--- config.mk ---
export PLATFORM = sky130hd
export DESIGN_NAME = decode_queue
export DESIGN_NICKNAME = d
export VERILOG_FILES = /design/src/rtl/decode_queue_pkg.sv /design/src/rtl/decode_queue_inst_decode.sv /design/src/rtl/decode_queue.sv
export SDC_FILE = /design/constraint.sdc
export NUM_CORES = 1
export LEC_CHECK = 0
export ABC_AREA = 1
export CAP_MARGIN = 20
export CORE_ASPECT_RATIO = 0.8
export CORE_MARGIN = 3
export CORE_UTILIZATION = 50
export CTS_CLUSTER_DIAMETER = 40
export DETAILED_ROUTE_END_ITERATION = 7
export GPL_ROUTABILITY_DRIVEN = 0
export PLACE_DENSITY = 0.73
export SLEW_MARGIN = 20
export SYNTH_ARGS = -nofsm -noshare
export SYNTH_HDL_FRONTEND = slang
export SYNTH_HIERARCHICAL = 1
export SYNTH_SLANG_ARGS = --single-unit
--- constraint.sdc ---
create_clock -name clk_in -period 6.5 [get_ports clk_in]
set_input_delay 1.625 -clock clk_in [delete_from_list [all_inputs] [get_ports clk_in]]
set_output_delay 1.625 -clock clk_in [all_outputs]
set_load 0.05 [all_outputs]
--- src/rtl/decode_queue_pkg.sv ---
// Shared RV32I decode definitions: instruction class codes,
// opcode constants and the decoded-record layout.
package decode_queue_pkg;

   localparam logic [5:0] T_LUI     = 6'd0;
   localparam logic [5:0] T_AUIPC   = 6'd1;
   localparam logic [5:0] T_JAL     = 6'd2;
   localparam logic [5:0] T_JALR    = 6'd3;
   localparam logic [5:0] T_BEQ     = 6'd4;
   localparam logic [5:0] T_BNE     = 6'd5;
   localparam logic [5:0] T_BLT     = 6'd6;
   localparam logic [5:0] T_BGE     = 6'd7;
   localparam logic [5:0] T_BLTU    = 6'd8;
   localparam logic [5:0] T_BGEU    = 6'd9;
   localparam logic [5:0] T_LB      = 6'd10;
   localparam logic [5:0] T_LH      = 6'd11;
   localparam logic [5:0] T_LW      = 6'd12;
   localparam logic [5:0] T_LBU     = 6'd13;
   localparam logic [5:0] T_LHU     = 6'd14;
   localparam logic [5:0] T_SB      = 6'd15;
   localparam logic [5:0] T_SH      = 6'd16;
   localparam logic [5:0] T_SW      = 6'd17;
   localparam logic [5:0] T_ADDI    = 6'd18;
   localparam logic [5:0] T_SLTI    = 6'd19;
   localparam logic [5:0] T_SLTIU   = 6'd20;
   localparam logic [5:0] T_XORI    = 6'd21;
   localparam logic [5:0] T_ORI     = 6'd22;
   localparam logic [5:0] T_ANDI    = 6'd23;
   localparam logic [5:0] T_SLLI    = 6'd24;
   localparam logic [5:0] T_SRLI    = 6'd25;
   localparam logic [5:0] T_SRAI    = 6'd26;
   localparam logic [5:0] T_ADD     = 6'd27;
   localparam logic [5:0] T_SUB     = 6'd28;
   localparam logic [5:0] T_SLL     = 6'd29;
   localparam logic [5:0] T_SLT     = 6'd30;
   localparam logic [5:0] T_SLTU    = 6'd31;
   localparam logic [5:0] T_XOR     = 6'd32;
   localparam logic [5:0] T_SRL     = 6'd33;
   localparam logic [5:0] T_SRA     = 6'd34;
   localparam logic [5:0] T_OR      = 6'd35;
   localparam logic [5:0] T_AND     = 6'd36;
   localparam logic [5:0] T_ILLEGAL = 6'd37;

   localparam logic [6:0] OPC_LUI    = 7'b0110111;
   localparam logic [6:0] OPC_AUIPC  = 7'b0010111;
   localparam logic [6:0] OPC_JAL    = 7'b1101111;
   localparam logic [6:0] OPC_JALR   = 7'b1100111;
   localparam logic [6:0] OPC_BRANCH = 7'b1100011;
   localparam logic [6:0] OPC_LOAD   = 7'b0000011;
   localparam logic [6:0] OPC_STORE  = 7'b0100011;
   localparam logic [6:0] OPC_OPIMM  = 7'b0010011;
   localparam logic [6:0] OPC_OP     = 7'b0110011;

   localparam logic [6:0] F7_BASE = 7'b0000000;
   localparam logic [6:0] F7_ALT  = 7'b0100000;

   typedef struct packed {
      logic [5:0]  itype;
      logic [4:0]  rs1;
      logic [4:0]  rs2;
      logic [4:0]  rd;
      logic [31:0] imm;
      logic        use_rs1;
      logic        use_rs2;
      logic        write_rd;
   } dec_rec_t;

endpackage

--- src/rtl/decode_queue_inst_decode.sv ---
// Combinational RV32I decoder: raw instruction word to decoded record.
// Illegal encodings collapse to T_ILLEGAL with zero imm and flags.
module inst_decode
   import decode_queue_pkg::*;
(
   input  logic [31:0] i_inst,
   output dec_rec_t    o_rec
);

   logic [6:0]  w_opc;
   logic [2:0]  w_f3;
   logic [6:0]  w_f7;
   logic [31:0] w_imm_i;
   logic [31:0] w_imm_s;
   logic [31:0] w_imm_b;
   logic [31:0] w_imm_u;
   logic [31:0] w_imm_j;
   logic [31:0] w_imm_sh;
   logic [5:0]  w_type;
   logic [31:0] w_imm;
   logic        w_u1;
   logic        w_u2;
   logic        w_wr;

   assign w_opc = i_inst[6:0];
   assign w_f3  = i_inst[14:12];
   assign w_f7  = i_inst[31:25];

   assign w_imm_i  = {{20{i_inst[31]}}, i_inst[31:20]};
   assign w_imm_s  = {{20{i_inst[31]}}, i_inst[31:25], i_inst[11:7]};
   assign w_imm_b  = {{19{i_inst[31]}}, i_inst[31], i_inst[7],
                      i_inst[30:25], i_inst[11:8], 1'b0};
   assign w_imm_u  = {i_inst[31:12], 12'b0};
   assign w_imm_j  = {{11{i_inst[31]}}, i_inst[31], i_inst[19:12],
                      i_inst[20], i_inst[30:21], 1'b0};
   assign w_imm_sh = {27'b0, i_inst[24:20]};

   always_comb begin
      w_type = T_ILLEGAL;
      w_imm  = '0;
      w_u1   = 1'b0;
      w_u2   = 1'b0;
      w_wr   = 1'b0;
      case (w_opc)
         OPC_LUI: begin
            w_type = T_LUI;
            w_imm  = w_imm_u;
            w_wr   = 1'b1;
         end
         OPC_AUIPC: begin
            w_type = T_AUIPC;
            w_imm  = w_imm_u;
            w_wr   = 1'b1;
         end
         OPC_JAL: begin
            w_type = T_JAL;
            w_imm  = w_imm_j;
            w_wr   = 1'b1;
         end
         OPC_JALR: begin
            if (w_f3 == 3'b000) w_type = T_JALR;
            w_imm = w_imm_i;
            w_u1  = 1'b1;
            w_wr  = 1'b1;
         end
         OPC_BRANCH: begin
            case (w_f3)
               3'b000:  w_type = T_BEQ;
               3'b001:  w_type = T_BNE;
               3'b100:  w_type = T_BLT;
               3'b101:  w_type = T_BGE;
               3'b110:  w_type = T_BLTU;
               3'b111:  w_type = T_BGEU;
               default: w_type = T_ILLEGAL;
            endcase
            w_imm = w_imm_b;
            w_u1  = 1'b1;
            w_u2  = 1'b1;
         end
         OPC_LOAD: begin
            case (w_f3)
               3'b000:  w_type = T_LB;
               3'b001:  w_type = T_LH;
               3'b010:  w_type = T_LW;
               3'b100:  w_type = T_LBU;
               3'b101:  w_type = T_LHU;
               default: w_type = T_ILLEGAL;
            endcase
            w_imm = w_imm_i;
            w_u1  = 1'b1;
            w_wr  = 1'b1;
         end
         OPC_STORE: begin
            case (w_f3)
               3'b000:  w_type = T_SB;
               3'b001:  w_type = T_SH;
               3'b010:  w_type = T_SW;
               default: w_type = T_ILLEGAL;
            endcase
            w_imm = w_imm_s;
            w_u1  = 1'b1;
            w_u2  = 1'b1;
         end
         OPC_OPIMM: begin
            w_imm = w_imm_i;
            w_u1  = 1'b1;
            w_wr  = 1'b1;
            case (w_f3)
               3'b000: w_type = T_ADDI;
               3'b010: w_type = T_SLTI;
               3'b011: w_type = T_SLTIU;
               3'b100: w_type = T_XORI;
               3'b110: w_type = T_ORI;
               3'b111: w_type = T_ANDI;
               3'b001: begin
                  w_imm = w_imm_sh;
                  if (w_f7 == F7_BASE) w_type = T_SLLI;
               end
               default: begin
                  w_imm = w_imm_sh;
                  if (w_f7 == F7_BASE) w_type = T_SRLI;
                  else if (w_f7 == F7_ALT) w_type = T_SRAI;
               end
            endcase
         end
         OPC_OP: begin
            w_u1 = 1'b1;
            w_u2 = 1'b1;
            w_wr = 1'b1;
            if (w_f7 == F7_BASE) begin
               case (w_f3)
                  3'b000:  w_type = T_ADD;
                  3'b001:  w_type = T_SLL;
                  3'b010:  w_type = T_SLT;
                  3'b011:  w_type = T_SLTU;
                  3'b100:  w_type = T_XOR;
                  3'b101:  w_type = T_SRL;
                  3'b110:  w_type = T_OR;
                  default: w_type = T_AND;
               endcase
            end else if (w_f7 == F7_ALT) begin
               if (w_f3 == 3'b000) w_type = T_SUB;
               else if (w_f3 == 3'b101) w_type = T_SRA;
            end
         end
         default: w_type = T_ILLEGAL;
      endcase
      // any rejected encoding drops everything the branch above set up
      if (w_type == T_ILLEGAL) begin
         w_imm = '0;
         w_u1  = 1'b0;
         w_u2  = 1'b0;
         w_wr  = 1'b0;
      end
   end

   assign o_rec.itype    = w_type;
   assign o_rec.rs1      = i_inst[19:15];
   assign o_rec.rs2      = i_inst[24:20];
   assign o_rec.rd       = i_inst[11:7];
   assign o_rec.imm      = w_imm;
   assign o_rec.use_rs1  = w_u1;
   assign o_rec.use_rs2  = w_u2;
   assign o_rec.write_rd = w_wr & (i_inst[11:7] != 5'd0);

endmodule

--- src/rtl/decode_queue.sv ---
// Buffered decode stage: decodes on entry, queues DEPTH decoded
// records and presents the head to dispatch.
module decode_queue
   import decode_queue_pkg::*;
#(
   parameter int DEPTH    = 4,
   parameter int PC_WIDTH = 32
) (
   input  logic                       clk_in,
   input  logic                       rst_in,
   input  logic                       rdy_in,
   input  logic                       flush_in,
   input  logic                       in_valid,
   input  logic [31:0]                in_inst,
   input  logic [PC_WIDTH-1:0]        in_pc,
   output logic                       in_ready,
   output logic                       out_valid,
   input  logic                       out_ready,
   output logic [5:0]                 out_type,
   output logic [4:0]                 out_rs1,
   output logic [4:0]                 out_rs2,
   output logic [4:0]                 out_rd,
   output logic [31:0]                out_imm,
   output logic [PC_WIDTH-1:0]        out_pc,
   output logic                       out_use_rs1,
   output logic                       out_use_rs2,
   output logic                       out_write_rd,
   output logic [$clog2(DEPTH):0]     out_count
);

   localparam int AW = $clog2(DEPTH);
   localparam int CW = AW + 1;
   localparam logic [CW-1:0] FULL_CNT = CW'(DEPTH);

   dec_rec_t            r_rec [DEPTH];
   logic [PC_WIDTH-1:0] r_pc  [DEPTH];
   logic [AW-1:0]       r_wr_ptr;
   logic [AW-1:0]       r_rd_ptr;
   logic [CW-1:0]       r_count;

   dec_rec_t w_dec;
   dec_rec_t w_head;
   logic     w_full;
   logic     w_empty;
   logic     w_push;
   logic     w_pop;

   inst_decode u_dec (
      .i_inst (in_inst),
      .o_rec  (w_dec)
   );

   assign w_full    = (r_count == FULL_CNT);
   assign w_empty   = (r_count == '0);
   assign in_ready  = rdy_in & ~flush_in & ~w_full;
   assign out_valid = rdy_in & ~flush_in & ~w_empty;
   assign w_push    = in_valid & in_ready;
   assign w_pop     = out_valid & out_ready;

   always_ff @(posedge clk_in) begin
      if (rst_in) begin
         r_wr_ptr <= '0;
         r_rd_ptr <= '0;
         r_count  <= '0;
      end else if (rdy_in) begin
         if (flush_in) begin
            r_wr_ptr <= '0;
            r_rd_ptr <= '0;
            r_count  <= '0;
         end else begin
            if (w_push) r_wr_ptr <= r_wr_ptr + 1'b1;
            if (w_pop)  r_rd_ptr <= r_rd_ptr + 1'b1;
            case ({w_push, w_pop})
               2'b10:   r_count <= r_count + 1'b1;
               2'b01:   r_count <= r_count - 1'b1;
               default: r_count <= r_count;
            endcase
         end
      end
   end

   // storage is not reset; validity is tracked by r_count alone
   always_ff @(posedge clk_in) begin
      if (w_push & ~rst_in) begin
         r_rec[r_wr_ptr] <= w_dec;
         r_pc[r_wr_ptr]  <= in_pc;
      end
   end

   assign w_head       = r_rec[r_rd_ptr];
   assign out_type     = w_head.itype;
   assign out_rs1      = w_head.rs1;
   assign out_rs2      = w_head.rs2;
   assign out_rd       = w_head.rd;
   assign out_imm      = w_head.imm;
   assign out_pc       = r_pc[r_rd_ptr];
   assign out_use_rs1  = w_head.use_rs1;
   assign out_use_rs2  = w_head.use_rs2;
   assign out_write_rd = w_head.write_rd;
   assign out_count    = r_count;

endmodule

==> results of run 1 <==
flip-flops by register name, summed over array words and instances (netlist names), named ones only:
register   count
r_rd_ptr       2
out_count      3
r_rec        224
r_pc         128
r_wr_ptr       2
cells in the mapped netlist (all sizes together) (2+ instances only):
library cell / count
edfxtp: 352
nor2: 280
o21ai: 189
o22ai: 89
nand2: 85
inv: 57
buf: 50
clkbuf: 30
nand3: 24
a21oi: 19
dfxtp: 9
a22oi: 6
ha: 4
nand4: 3
nor3: 2
o31ai: 2
stage by stage:
step	std cells	setup slack [ps]	utilization, %
6_report	1748	1410	62.6
5_1_grt	1748	1150	62.6
4_1_cts	1748	1370	62.6
3_5_place_dp	1678	1540	58.0
3_3_place_gp	1677	1560	58.0
2_1_floorplan	1209	219	-
logic make-up (layout without fill, tap and decap cells):
kind of cell / after synthesis / after routing
compound gates: 308 / 308
xor+xnor: 1 / 1
fa+ha+maj: 5 / 5
buf+inv: 137 / 306
flops: 361 / 361
simple gates: 397 / 397
cell type report:
cell class / count / area [µm²]
clock buffers: 50 / 1080
clock inverters: 20 / 234
fillers: 2143 / 10800
inverters: 57 / 216
multi-input cells: 711 / 3530
flip-flops and latches: 361 / 10800
well taps: 370 / 463
repair buffers: 179 / 1770
routing by layer:
| layer | share of wire, % | track usage, % | wire length, µm |
|---|---|---|---|
| met3 | 7.5 | 3.69 | 2580 |
| met4 | 2.6 | 6.86 | 886 |
| met5 | 0 | 0 | 0 |
| met1 | 43 | 29.7 | 14600 |
| met2 | 47 | 34.6 | 16100 |
power breakdown:
part / total, W / switching (W) / internal (W)
clock network: 0.00223 / 0.000881 / 0.00135
logic: 0.000464 / 0.000314 / 0.000149
registers: 0.00256 / 0.00000955 / 0.00255
total: 0.00525 / 0.00120 / 0.00405
path summary, 6_finish.rpt:
| path | start | end | cells after the start |
|---|---|---|---|
| min | r_rd_ptr[1] | r_rd_ptr[1] | 3 |
| max | register | out_type[5] | 4 |
| max reg2reg | out_count[0] | r_rec[2][32] | 7 |
| min reg2reg | r_rd_ptr[1] | r_rd_ptr[1] | 3 |
worst register-to-register path, delay by kind of cell (launching register included):
kind                   cells  cell delay, ps
flip-flops                 1             440
buffers and inverters      1             690
AND/OR/NAND/NOR            6             870
==> key figures, run 1 <==
STA
  • Final Setup Violations: 0
  • RSZ-0062 raised after global routing: no
  • Tcrit/Tclk final: 78.4%
  • Tmin final: 5090 ps
  • Fin. max-slew vios: 0
  • Fin. Hold Viols: 0
  • Setup TNS Final: 0 ps
  • FMAX: roughly 0.2 GHz
  • Worst-margin pin slew: 985 ps
  • Min Hold Slack: between 500 and 600 ps
  • Clock skew: 13.3 ps
  • Slew headroom: 34.3%

Global routing
  • Largest net degree at the start of global routing: 93
  • Global-route wire length before repair: 53.3 mm
  • Total track usage: 21.4%
  • Overflow after GRT: 0
  • Vias in the first global route: ~9.5k
  • Number of antenna violations at the first check in global routing: 0

Route
  • Final WL: 34.2 mm
  • Antenna viol nets, final: 0
  • Vias per std cell: roughly 5.7
  • Iteration-0 DRC Markers: 956
  • Routed via count: 9909
  • DRC: 0
  • Total iterations of the first detailed-routing run: 7
  • Avg WL per Cell: 19.5 µm

Synthesis
  • Netlist Area Pre-Place: approximately 15000 µm²
  • YS warnings: 6
  • Simple-gate area share of the yosys netlist: 11.6%
  • Yosys reg bits: 361
  • Adder-cell share of the synthesized area: less than 1%
  • Avg Inst Size Synth: 12.3 µm²
  • Post-synthesis net count: 1284
  • Post-synthesis mux area share: 0%
  • Yosys top cell by area: edfxtp_1
  • Post-synth EDFFs: ~350
  • Top cells by area, synth: edfxtp_1, nor2_1, o21ai_0
  • Post-Synth XOR/XNOR Area: less than 1%
  • Compound-Gate Fraction of Synth Area: between 10% and 20%
  • Top-area cell type share of the netlist area: 70.9%
  • Largest family of logic cells by synthesized area: simple AND/OR/NAND/NOR gates
  • Async S/R FF share, synth: 0%
  • Unique masters post-synth: 38
  • Cells after Synth: 1209
  • Sequential area share after synthesis: 72.1%
  • Prevailing post-synth register cell: edfxtp_1

Place
  • PortBufs: 162
  • Area after DPL: 16700 µm²
  • Final HPWL DP: approximately 20 mm

CTS
  • Max clock buf depth: 3
  • CTS sink count: 361
  • # Post-CTS Setup Buffers: 0
  • CTS resizes: 0
  • TritonCTS Buffers: 40
  • Clk root buf: clkbuf_16
  • CTS tree: built
  • H-tree Lvls: 2
  • Post-cts hold buffer count: 0
  • Clock Latency Late Sink: 530 ps
  • Clock slew at reported path FFs: around 60 ps

Finish
  • Most common cell after layout, fill and taps aside: edfxtp_1
  • Fin nets: 1425
  • Design Area, Final: approximately 18000 µm²
  • Share of layout cells above drive strength 1: 9.87%
  • Area growth, synth to finish: 21.1%
  • # diodes: 0
  • Most frequent cells in the layout: edfxtp_1, nor2_1, clkdlybuf4s50_1

Run status
  • Status: finished clean

Setup path
  • CP Data Required Time: 4880 ps
  • CP top delay family: buffers and inverters
  • Type of origin of the critical path: register
  • Setup CP Type: register to primary output
  • Arr. time, crit path: 3470 ps
  • Max FO, Critical Path: 80
  • Worst path slowest cell: clkdlybuf4s50_1
  • Critical path, cell by cell: buf_4, o21ai_0, o22ai_1, clkdlybuf4s50_1
  • Crit path largest cell delay: 870 ps
  • Crit path buffers/inverters: 2
  • Endpoint type of the worst setup path: primary output
  • Reg-to-reg slack, setup: 4070 ps

Die
  • Placeable core area: 28800 µm²
  • Die Y-Extent: approximately 160 µm
  • Rows: 55
  • Full die area: 31900 µm²
  • Chip width: 199 µm
  • Initial Util: about half
  • I/O pin total: roughly 160

Pwr
  • Maximum vdd drop: ~0.22 mV
  • PnR Total Power: 0.00525 W
  • Pwr/cell area: 291 nW/µm²
  • Leakage: 6.13 nW

Run
  • Max-Cap Viols: 0

Min path
  • Worst Hold Class: register to register
(Power assumes the default switching activity.)
==> run 2, diff against run 1 <==
--- a/config.mk
+++ b/config.mk
@@ -13,7 +13,7 @@
 export CTS_CLUSTER_DIAMETER = 40
 export DETAILED_ROUTE_END_ITERATION = 7
 export GPL_ROUTABILITY_DRIVEN = 0
-export PLACE_DENSITY = 0.73
+export PLACE_DENSITY = 0.7
 export SLEW_MARGIN = 20
 export SYNTH_ARGS = -nofsm -noshare
 export SYNTH_HDL_FRONTEND = slang
==> constraint.sdc (replaced) <==
create_clock -name clk_in -period 5 [get_ports clk_in]
set_input_delay 1.25 -clock clk_in [delete_from_list [all_inputs] [get_ports clk_in]]
set_output_delay 1.25 -clock clk_in [all_outputs]
set_load 0.05 [all_outputs]
==> run 2 against run 1 <==
Compared with the run above:
- routed wire length rose by 0.73%
- power is 34% higher
- hold slack got worse by 2.9 ps
- clock-buffer cell count down 2
- non-clock buffer count grew 2
- design area rose by 1.2%
- clock power rose by 40%
- largest cell class unchanged
- combinational power rose by 31%
- register-to-register slack lost 1500 ps
==> key figures, run 2 (synthesis gave the netlist of run 1 again) <==
CTS
  • Max clock buf depth: 3
  • CTS resizes: 0
  • Clock slew at reported path FFs: 50 ps
  • Clock Latency Late Sink: 530 ps
  • # Post-CTS Setup Buffers: 0
  • H-tree Lvls: 2
  • Clk root buf: clkbuf_16
  • Post-cts hold buffer count: 0
  • TritonCTS Buffers: just over 40
  • CTS sink count: 361
  • CTS tree: built

Route
  • Avg WL per Cell: 19.6 µm
  • Final WL: 34.4 mm
  • Total iterations of the first detailed-routing run: 6
  • Iteration-0 DRC Markers: 739
  • Vias per std cell: 5.59
  • DRC: 0
  • Routed via count: 9806
  • Antenna viol nets, final: 0

Finish
  • Design Area, Final: 18300 µm²
  • Max reg flops: 224
  • Area growth, synth to finish: 22.6%
  • Core Util, Final: 63.4%
  • Biggest register: r_rec
  • Fin nets: 1428
  • # diodes: 0
  • Finished Layout Cells: 1753
  • Most common cell after layout, fill and taps aside: edfxtp_1
  • Share of layout cells above drive strength 1: a little over a tenth
  • Most frequent cells in the layout: edfxtp_1, nor2_1, clkdlybuf4s50_1
  • Layout fillers: 2161

Run status
  • Status: finished clean

STA
  • Fin. Hold Viols: 0
  • RSZ-0062 raised after global routing: no
  • Tmin final: 4580 ps
  • Worst-margin pin slew: 754 ps
  • Final Setup Violations: 0
  • Fin. max-slew vios: 0
  • Clock skew: 10.4 ps
  • Setup TNS Final: 0 ps
  • Tcrit/Tclk final: 91.6%
  • FMAX: approximately 0.22 GHz
  • Slew headroom: 49.5%
  • Setup ws final: 418 ps

Die
  • Chip width: approximately 200 µm
  • Rows: 55
  • I/O pin total: 163
  • Full die area: roughly 32000 µm²
  • Initial Util: 51.7%
  • Placeable core area: 28800 µm²
  • Die Y-Extent: ~160 µm

Global routing
  • Largest net degree at the start of global routing: 89
  • Vias in the first global route: 9381
  • Global-route wire length before repair: 53.0 mm
  • Number of antenna violations at the first check in global routing: 1
  • Total track usage: 21.2%
  • Overflow after GRT: 0

Setup path
  • Max FO, Critical Path: 60
  • CP Data Required Time: between 3000 and 4000 ps
  • Arr. time, crit path: 3330 ps
  • Reg-to-reg slack, setup: about 2600 ps
  • Type of origin of the critical path: register
  • Endpoint type of the worst setup path: primary output
  • Setup CP Type: register to primary output

Pwr
  • Pwr/cell area: ~390 nW/µm²
  • Maximum vdd drop: approximately 0.23 mV
  • Leakage: around 6.2 nW
  • Sw frac: 22.5%
  • Switch Pwr: 0.00159 W
  • Seq pwr share: 47.2%
  • Internal Power: ~0.0055 W
  • Comb pwr share: roughly 8.6%
  • Clock network power share: between 40 and 50%

Place
  • Dpl cells: 1680
  • Pre-CTS setup slack: 781 ps
  • Final HPWL DP: 20.6 mm
  • Area after DPL: about 17000 µm²
  • PortBufs: roughly 160

Run
  • Max-Cap Viols: 0

Min path
  • Worst Hold Class: register to register
run 2: path summary, 6_finish.rpt:
path / depth (start not counted) / from / endpoint
worst max register to register: 7 / out_count[0] / r_pc[1][7]
worst min-delay path: 3 / r_rd_ptr[1] / register
worst min register to register: 3 / r_rd_ptr[1] / register
worst max-delay path: 4 / register / out_imm[11]
run 2: area by class of cell:
class	count	area (µm²)	area share, %
Clock buffer	48	1070	5.87
Clock inverter	25	362	1.98
Inverter	57	216	1.18
Multi-Input combinational cell	711	3530	19.3
Sequential cell	361	10800	58.9
Tap cell	370	463	2.53
Timing Repair Buffer	181	1880	10.3
run 2: power by group through the flow:
stage               Combinational [W]  Clock, W  Sequential, W
floorplan                    0.000377         0        0.00339
global placement             0.000601         0        0.00339
detailed placement           0.000606         0        0.00339
CTS                          0.000609   0.00318        0.00333
global route                 0.000645   0.00331        0.00333
finish                       0.000606   0.00313        0.00333
run 2: critical path, cell delays in order, from the launching register on:
cell	delay, ps
dfxtp_4	740
buf_4	570
o21ai_0	170
o22ai_1	390
clkdlybuf4s50_1	900
run 2: through the flow:
stage | hold WS, ps | power, W
after floorplan | 467 | 0.00377
after global placement | 490 | 0.00400
final | 516 | 0.00706
after global routing | 571 | 0.00729
after detailed placement | 500 | 0.00400
after CTS | 526 | 0.00712
run 2: routing by layer:
| layer | vias to the layer above | global-route usage [%] | part of all wire (%) |
|---|---|---|---|
| met5 | - | 0 | 0.029 |
| met1 | 4785 | 30.0 | 43 |
| met4 | 2 | 5.36 | 1.8 |
| li1 | 4654 | - | - |
| met3 | 51 | 4.78 | 7.8 |
| met2 | 314 | 33.7 | 47 |
